**src/rtl/seq_detect_ctrl.sv**
```systemverilog
// Programmable serial pattern detector: host loads pattern/len/overlap/threshold,
// then a run scans qualified bits, pulses y per match and raises a sticky irq.
//
// state | meaning
// IDLE  | waiting for config load or start
// RUN   | scanning the qualified serial stream
// DONE  | threshold reached, waiting for irq_ack or stop
module seq_detect_ctrl #(
    parameter int PW = 8,
    parameter int LW = 4,
    parameter int CW = 8
) (
    input  logic          clk,
    input  logic          rst,
    input  logic          cfg_valid,
    output logic          cfg_ready,
    input  logic [PW-1:0] cfg_pattern,
    input  logic [LW-1:0] cfg_len,
    input  logic          cfg_overlap,
    input  logic [CW-1:0] cfg_thresh,
    output logic          cfg_err,
    input  logic          start,
    input  logic          stop,
    input  logic          x,
    input  logic          x_valid,
    output logic          y,
    output logic [CW-1:0] match_count,
    output logic          irq,
    input  logic          irq_ack,
    output logic          busy
);

    typedef enum logic [1:0] {IDLE, RUN, DONE} state_t;

    state_t        state, state_next;
    logic          cfg_loaded;
    logic [PW-1:0] pat;
    logic [LW-1:0] len;
    logic          ovl;
    logic [CW-1:0] thresh;
    logic [PW-1:0] hist;
    logic [LW-1:0] fill;

    logic [PW-1:0] shifted;
    logic [PW-1:0] mask;
    logic          fill_ok;
    logic          sample;
    logic          hit;
    logic          thr_hit;
    logic          cfg_accept;
    logic          cfg_legal;
    logic          run_go;
    logic [CW-1:0] count_inc;

    always_ff @(posedge clk or posedge rst) begin
        if (rst) begin
            state <= IDLE;
        end else begin
            state <= state_next;
        end
    end

    always_comb begin
        state_next = state;
        mask       = '0;
        shifted    = {hist[PW-2:0], x};
        for (int i = 0; i < PW; i++) begin
            mask[i] = (i < int'(len));
        end
        fill_ok    = ({1'b0, fill} + (LW+1)'(1)) >= {1'b0, len};
        sample     = (state == RUN) && x_valid && !stop;
        hit        = sample && fill_ok && ((shifted & mask) == (pat & mask));
        count_inc  = (match_count == '1) ? match_count : match_count + CW'(1);
        thr_hit    = hit && (thresh != '0) && (count_inc == thresh);
        cfg_accept = cfg_valid && (state == IDLE);
        cfg_legal  = (cfg_len != '0) && (cfg_len <= LW'(PW));
        run_go     = (state == IDLE) && start && cfg_loaded;

        case (state)
            IDLE: if (run_go) state_next = RUN;
            RUN: begin
                if (stop) begin
                    state_next = IDLE;
                end else if (thr_hit) begin
                    state_next = DONE;
                end
            end
            DONE: if (stop || irq_ack) state_next = IDLE;
            default: state_next = IDLE;
        endcase
    end

    always_ff @(posedge clk or posedge rst) begin
        if (rst) begin
            cfg_loaded  <= 1'b0;
            pat         <= '0;
            len         <= '0;
            ovl         <= 1'b0;
            thresh      <= '0;
            hist        <= '0;
            fill        <= '0;
            y           <= 1'b0;
            match_count <= '0;
            irq         <= 1'b0;
            cfg_err     <= 1'b0;
            cfg_ready   <= 1'b1;
            busy        <= 1'b0;
        end else begin
            y         <= 1'b0;
            cfg_err   <= 1'b0;
            cfg_ready <= (state_next == IDLE);
            busy      <= (state_next != IDLE);

            if (cfg_accept) begin
                if (cfg_legal) begin
                    pat         <= cfg_pattern;
                    len         <= cfg_len;
                    ovl         <= cfg_overlap;
                    thresh      <= cfg_thresh;
                    cfg_loaded  <= 1'b1;
                    match_count <= '0;
                end else begin
                    cfg_err <= 1'b1;
                end
            end

            if (run_go) begin
                hist        <= '0;
                fill        <= '0;
                match_count <= '0;
            end

            if (sample) begin
                hist <= shifted;
                // fill never exceeds len, so min(fill+1, len) reduces to fill_ok
                if (hit && !ovl) begin
                    fill <= '0;
                end else if (fill_ok) begin
                    fill <= len;
                end else begin
                    fill <= fill + LW'(1);
                end
            end

            if (hit) begin
                y           <= 1'b1;
                match_count <= count_inc;
            end

            if (thr_hit) begin
                irq <= 1'b1;
            end else if ((state == DONE) && (stop || irq_ack)) begin
                irq <= 1'b0;
            end
        end
    end

endmodule

```
**config.mk**
```make
export PLATFORM = sky130hd
export DESIGN_NAME = seq_detect_ctrl
export DESIGN_NICKNAME = d
export VERILOG_FILES = /design/src/rtl/seq_detect_ctrl.sv
export SDC_FILE = /design/constraint.sdc
export NUM_CORES = 1
export LEC_CHECK = 0
export ABC_AREA = 1
export BUFFER_PORTS_ARGS = -buffer_cell sky130_fd_sc_hd__buf_4
export CORE_ASPECT_RATIO = 0.7
export CORE_MARGIN = 1.5
export CORE_UTILIZATION = 51
export CTS_CLUSTER_DIAMETER = 40
export DETAILED_ROUTE_END_ITERATION = 6
export GPL_TIMING_DRIVEN = 0
export PLACE_DENSITY = 0.85
export SLEW_MARGIN = 15
export SYNTH_ARGS = -nofsm -noshare
export SYNTH_HDL_FRONTEND = slang
export SYNTH_SLANG_ARGS = --single-unit
```
**constraint.sdc**
```tcl
create_clock -name clk -period 2.2 [get_ports clk]
set_clock_uncertainty 0.05 [all_clocks]
set_input_delay 0.44 -clock clk [delete_from_list [all_inputs] [get_ports clk]]
set_output_delay 0.44 -clock clk [all_outputs]
set_load 0.02 [all_outputs]
```
==> summary.md, run 1 <==
| Metric | Value |
|---|---|
| Share of the synthesized area in the top cell type | `0.4358` |
| Antenna viol nets, final | `0` |
| Share of post-route cells with drive strength above 1 | `0.2357` |
| Final worst slack | `-0.04899 ns` |
| # setup viols final | `10` |
| Total Routed Length | `7345 um` |
| Worst-case vdd ir drop | `0.5008 mV` |
| Post-Place Setup Slack | `-0.4229 ns` |
| Status | `finished, violations left` |
| Sequential fraction of the synthesis area | `0.4455` |
| Simple-gate area share of the yosys netlist | `0.3083` |
| Post-synth EDFFs | `0` |
| Top post-synthesis cells by area | `dfrtp_1, nand2_1, inv_1` |
| Synthesized Nets | `394` |
| Worst Path Arrival | `2.45 ns` |
| Cells after DPL | `470` |
| Antenna cells | `0` |
| DRT iter0 DRCs | `341` |
| Mapped cell area | `2699 sq um` |
| DP Wirelength | `5127 um` |
| Crit Reg-Reg Startpoint | `fill[0]` |
| Drt drc | `4` |
| Worst Reg-to-Reg Cells | `16` |
| CP required | `2.40 ns` |
| Mapped Avg Cell Area | `7.518 sq um` |
| Vias in the first global route | `2472` |
| GRT Residual Overflow | `0` |
| Avg WL per Cell | `15.02 um` |
| Crit path launch type | `flop` |
| Drt pass-1 iters | `7` |
| Clock buffer depth | `2` |
| Max_cap viols | `0` |
| Clk root buf | `clkbuf_8` |
| Crit path capture | `cfg_ready` |
| Final period utilization | `1.022` |
| Die area | `5744 sq um` |
| Largest net degree at the start of global routing | `35` |
| Final min period | `2.249 ns` |
| Reg2reg setup slack | `-0.05 ns` |
| Crit end category | `flop` |
| First-pass GRT wire length | `11480 um` |
| Post-synthesis adder-cell area fraction | `0.02782` |
| Floorplan core area | `4940 sq um` |
| Fin cells | `489` |
| # rows | `21` |
| Placer Congestion | `0.8887` |
| RSZ-0062 raised after global routing | `yes` |
| Setup Crit Path Kind | `reg2reg` |
| Die W | `89.95 um` |
| Hold Fails Final Rpt | `0` |
| Hold_buf cts | `0` |
| Vias per std cell | `5.489` |
| Initial Util | `0.5464` |
| Post-synthesis instance total | `359` |
| CTS Sinks | `48` |
| Vias | `2684` |
| CTS tree | `done` |
| Number of port buffers | `41` |
| TritonCTS buffer count | `5` |
| Worst-margin pin slew | `0.5257 ns` |
| Async SR Flop Fraction | `1.000` |
| CP startpoint | `fill[0]` |
| Netlist cell types | `27` |
| Reg clk slew, reported paths | `0.09 ns` |
| Synth-to-layout area growth | `27.26%` |
| Largest family of logic cells by synthesized area | `simple AND/OR/NAND/NOR gates` |
| GRT Total Usage | `0.2590` |
| Synth Warn # | `0` |
| Worst R2R End | `cfg_ready` |
| Relative slew slack | `0.6495` |
| Tightest Hold Check Type | `in2async` |
| Post-synth top area cell | `dfrtp_1` |
| Failing checks | `design-rule violations, negative setup slack` |
| # IOs | `42` |
| Filler instances | `389` |
| Initial antenna violation count | `0` |
| Die height | `63.86 um` |
| Post-synthesis register bit count | `48` |
| Main flop type after synthesis | `dfrtp_1` |
| Power Dens Cells | `861.5 nW/um^2` |
| Worst-path fanout max | `4` |
| Clock Latency Late Sink | `0.31 ns` |
| Fraction of the mapped netlist area in compound gates | `0.09272` |
| Final net count | `454` |
| Post-Synth XOR/XNOR Area | `0.01947` |
| LEAKAGE | `1.795 nW` |
| # H-tree levels | `2` |
| Post-synthesis mux area share | `0.02086` |
| Max-slew violations | `0` |
| Maximum clock rate | `444.6 MHz` |
==> state kept, by name, indices dropped and copies added (netlist names), 2 cells and up <==
signal,cells
fill,4
hist,7
len,4
thresh,8
pat,8
state,2
match_count,8
==> final cells by class <==
class,instances,area [sq um],area share
well taps,69,86.33,0.02514
multi-input cells,250,1379,0.4015
flip-flops and latches,48,1204,0.3505
clock buffers,6,72.57,0.02113
repair buffers,53,425.4,0.1239
inverters,56,212.7,0.06193
plain buffers,5,20.02,0.005829
clock inverters,2,35.03,0.01020
==> worst min-delay path by stage <==
stage                            end  slack, ns  cells past startpoint
after floorplan           cfg_loaded       0.39                      2
after global placement    cfg_loaded       0.40                      2
after detailed placement     hist[4]       0.40                      2
after CTS                     pat[7]       0.07                      2
after global routing          pat[7]       0.07                      2
final                         pat[7]       0.05                      2
==> cells in the mapped netlist, types with 2 or more instances <==
master	instances
nand2_1	91
inv_1	55
dfrtp_1	47
nor2_1	40
nand3_1	34
o21ai_0	19
a21oi_1	17
o22ai_1	10
ha_1	6
nand2_2	6
mux2_2	5
xor2_1	5
clkbuf_1	4
nand4_1	4
nand2_4	2
nand3_2	2
nor3_1	2
==> placed cells by master (no fill, tap or decap), drive strengths merged, types with 3 or more instances in the layout <==
cell,instances
o22ai,10
nor3,3
buf,54
inv,56
o21ai,19
xor2,5
nand3,36
nand2,99
nand4,4
a21oi,17
dfrtp,47
nor2,43
ha,6
mux2,5
clkbuf,10
==> repair_timing <==
action                                  4_1_cts  5_1_grt
gates resized for setup                      11       20
endpoints found under the setup margin       18       17
pin swaps                                     4        8
buffers inserted                              7        4
==> critical path: stages, from the launching register on <==
cell,delay [ns]
dfrtp_1,0.44
ha_4,0.20
xor2_4,0.16
ha_4,0.28
nand2_1,0.04
nand2_1,0.05
nand3_1,0.06
nand2_1,0.09
inv_2,0.05
nand3_4,0.09
nand3_4,0.10
buf_6,0.14
nor3_2,0.09
nand2_1,0.08
nand2_2,0.08
nand2_2,0.06
nor2_2,0.12
==> power by group <==
part	total, W	switching [W]	internal [W]
Clock	0.000637	0.000299	0.000338
Combinational	0.00115	0.000666	0.000488
Sequential	0.00117	0.000139	0.00103
==> per-layer routing <==
layer,global-route usage,share of wire,vias to the layer above
met3,0.06190,0.090,12
met2,0.4065,0.45,139
met4,0.07143,0.013,0
li1,-,-,1268
met5,0,0,-
met1,0.3615,0.44,1265
==> cell families after synthesis <==
family / count (synthesis)
simple gates: 186
mux: 5
fa+ha+maj: 6
xor+xnor: 6
flops: 48
buf+inv: 61
compound gates: 47
==> metrics by stage <==
step | utilization | total power (W) | TNS [ns] | hold WS (ns) | cell area [sq um]
2_1_floorplan | - | 0.001768 | 0 | 0.3854 | 2699
4_1_cts | 0.6705 | 0.002775 | -0.08372 | 0.06909 | 3312
3_5_place_dp | 0.6302 | 0.002020 | -5.817 | 0.3965 | 3113
6_report | 0.6953 | 0.002959 | -0.2202 | 0.05322 | 3435
3_3_place_gp | 0.6261 | 0.001962 | -8.116 | 0.3979 | 3093
5_1_grt | 0.6953 | 0.003149 | -1.606 | 0.07408 | 3435
Power figures use the tool's default switching activity.
==> inputs of run 2 (changes only) <==
--- a/config.mk
+++ b/config.mk
@@ -11,9 +11,12 @@
 export CORE_MARGIN = 1.5
 export CORE_UTILIZATION = 51
 export CTS_CLUSTER_DIAMETER = 40
+export CTS_CLUSTER_SIZE = 14
 export DETAILED_ROUTE_END_ITERATION = 6
 export GPL_TIMING_DRIVEN = 0
 export PLACE_DENSITY = 0.85
+export RECOVER_POWER = 25
+export REMOVE_ABC_BUFFERS = 1
 export SLEW_MARGIN = 15
 export SYNTH_ARGS = -nofsm -noshare
 export SYNTH_HDL_FRONTEND = slang
==> summary.md, run 2 (synthesis results as in run 1) <==
| Metric | Value |
|---|---|
| LEAKAGE | `1.772 nW (was 1.795 nW)` |
| Reg2reg setup slack | `-0.09 ns (was -0.05 ns)` |
| Drt drc | `0 (was 4)` |
| Reg area | `1202 sq um (was 1204 sq um)` |
| Area of the multi-input gates | `1348 sq um (was 1379 sq um)` |
| TritonCTS buffer count | `5 (unchanged)` |
| Final period utilization | `1.040 (was 1.022)` |
| Relative slew slack | `0.4057 (was 0.6495)` |
| Floorplan core area | `4940 sq um (unchanged)` |
| Avg WL per Cell | `13.83 um (was 15.02 um)` |
| Number of port buffers | `41 (unchanged)` |
| Clock Latency Late Sink | `0.30 ns (was 0.31 ns)` |
| # setup viols final | `14 (was 10)` |
| Die area | `5744 sq um (unchanged)` |
| Antenna viol nets, final | `0 (unchanged)` |
| Largest net degree at the start of global routing | `37 (was 35)` |
| RSZ-0062 raised after global routing | `yes (unchanged)` |
| CP startpoint | `fill[1] (was fill[0])` |
| Commonest non-fill, non-tap cell in the layout | `nand2_1 (unchanged)` |
| DP Wirelength | `4647 um (was 5127 um)` |
| Failing checks | `negative setup slack (was design-rule violations, negative setup slack)` |
| Drt pass-1 iters | `7 (unchanged)` |
| Die W | `89.95 um (unchanged)` |
| First-pass GRT wire length | `10600 um (was 11480 um)` |
| Vias per std cell | `5.236 (was 5.489)` |
| Clock buffer depth | `2 (unchanged)` |
| Final min period | `2.289 ns (was 2.249 ns)` |
| Vias in the first global route | `2250 (was 2472)` |
| GRT Residual Overflow | `0 (unchanged)` |
| Hold Fails Final Rpt | `0 (unchanged)` |
| # IOs | `42 (unchanged)` |
| Reg clk slew, reported paths | `0.09 ns (about the same)` |
| Antenna cells | `0 (unchanged)` |
| CTS Sinks | `48 (unchanged)` |
| Top Registers | `match_count (8), pat (8), thresh (8) (unchanged)` |
| Cell Area, Placed | `3119 sq um (was 3113 sq um)` |
| # H-tree levels | `2 (unchanged)` |
| Worst-path fanout max | `7 (was 4)` |
| Status | `finished, violations left (unchanged)` |
| GRT Total Usage | `0.2318 (was 0.2590)` |
| Final worst slack | `-0.08901 ns (was -0.04899 ns)` |
| Commonest non-fill, non-tap cells in the layout | `nand2_1, inv_1, buf_4 (unchanged)` |
| Max-slew violations | `0 (unchanged)` |
| Worst R2R End | `cfg_ready (unchanged)` |
| Synth-to-layout area growth | `25.13% (was 27.26%)` |
| Max_cap viols | `0 (unchanged)` |
| Crit path launch type | `flop (unchanged)` |
| Vias | `2555 (was 2684)` |
| Share of post-route cells with drive strength above 1 | `0.2291 (was 0.2357)` |
| Worst Path Arrival | `2.49 ns (was 2.45 ns)` |
| Placer Congestion | `0.8656 (was 0.8887)` |
| CTS tree | `done (unchanged)` |
| CP required | `2.40 ns (about the same)` |
| Total Routed Length | `6750 um (was 7345 um)` |
| # rows | `21 (unchanged)` |
| DRT iter0 DRCs | `205 (was 341)` |
| Worst-case vdd ir drop | `0.4227 mV (was 0.5008 mV)` |
| Post-Place Setup Slack | `-0.3730 ns (was -0.4229 ns)` |
| Initial antenna violation count | `0 (unchanged)` |
| Worst Reg-to-Reg Cells | `15 (was 16)` |
| Power Dens Cells | `835.5 nW/um^2 (was 861.5 nW/um^2)` |
| Filler instances | `406 (was 389)` |
| Total power | `0.002821 W (was 0.002959 W)` |
| Setup Crit Path Kind | `reg2reg (unchanged)` |
| Hold_buf cts | `0 (unchanged)` |
| Post-route cell area | `3377 sq um (was 3435 sq um)` |
| Maximum clock rate | `436.9 MHz (was 444.6 MHz)` |
| Worst-margin pin slew | `0.8915 ns (was 0.5257 ns)` |
| Initial Util | `0.5464 (unchanged)` |
| Final net count | `453 (was 454)` |
| Tightest Hold Check Type | `in2async (unchanged)` |
| Clk root buf | `clkbuf_8 (unchanged)` |
| Crit Reg-Reg Startpoint | `fill[1] (was fill[0])` |
| Worst hold slack | `0.1136 ns (was 0.05322 ns)` |
| Crit end category | `flop (unchanged)` |
| Die height | `63.86 um (unchanged)` |
## run 2: worst max-delay path by stage
| stage | to | slack (ns) | depth (start not counted) |
|---|---|---|---|
| global placement | match_count[0] | -1.0 | 7 |
| finish | cfg_ready | -0.09 | 15 |
| detailed placement | fill[2] | -0.37 | 12 |
| global route | cfg_ready | -0.24 | 15 |
| CTS | busy | 0.003 | 15 |
| floorplan | match_count[1] | -0.12 | 6 |
## run 2: cell type report
cell class / count / share of cell area
inverters: 56 / 0.06336
clock buffers: 8 / 0.02668
flip-flops and latches: 48 / 0.3561
multi-input cells: 250 / 0.3990
repair buffers: 57 / 0.1293
well taps: 69 / 0.02557
## run 2: metal layers
| metal | up-vias | GRT usage | part of all wire |
|---|---|---|---|
| li1 | 1259 | - | - |
| met1 | 1180 | 0.3415 | 0.47 |
| met2 | 109 | 0.3435 | 0.45 |
| met3 | 7 | 0.04762 | 0.070 |
| met4 | 0 | 0.07143 | 0.0062 |
| met5 | - | 0 | 0 |
## run 2: repair_timing
action	in CTS	in global routing
setup buffers	6	7
gates resized for setup	5	14
cloned	0	0
endpoints found under the setup margin	18	17
pin swaps	4	8
## run 2: report_power, final
part	switching (W)	internal [W]
Clock	0.000294	0.000257
Sequential	0.000120	0.00103
Combinational	0.000635	0.000488
## run 2: through the flow
stage	cells	setup TNS (ns)	utilization
after floorplan	354	-1.109	-
after global placement	464	-24.59	0.6221
after detailed placement	467	-4.805	0.6315
after CTS	481	0	0.6634
after global routing	488	-2.354	0.6836
final	488	-0.6562	0.6836
## run 2: critical path, cell delays in order (launching register included)
cell     delay [ns]
dfrtp_1        0.39
ha_2           0.21
xor2_2         0.17
ha_4           0.29
nand2_2        0.05
nand2_2        0.08
nand3_2        0.07
nand2_2        0.08
inv_2          0.04
nand3_4        0.08
nand3_4        0.15
nor3_2         0.20
nand2_1        0.10
nand2_2        0.08
nand2_2        0.06
nor2_2         0.12
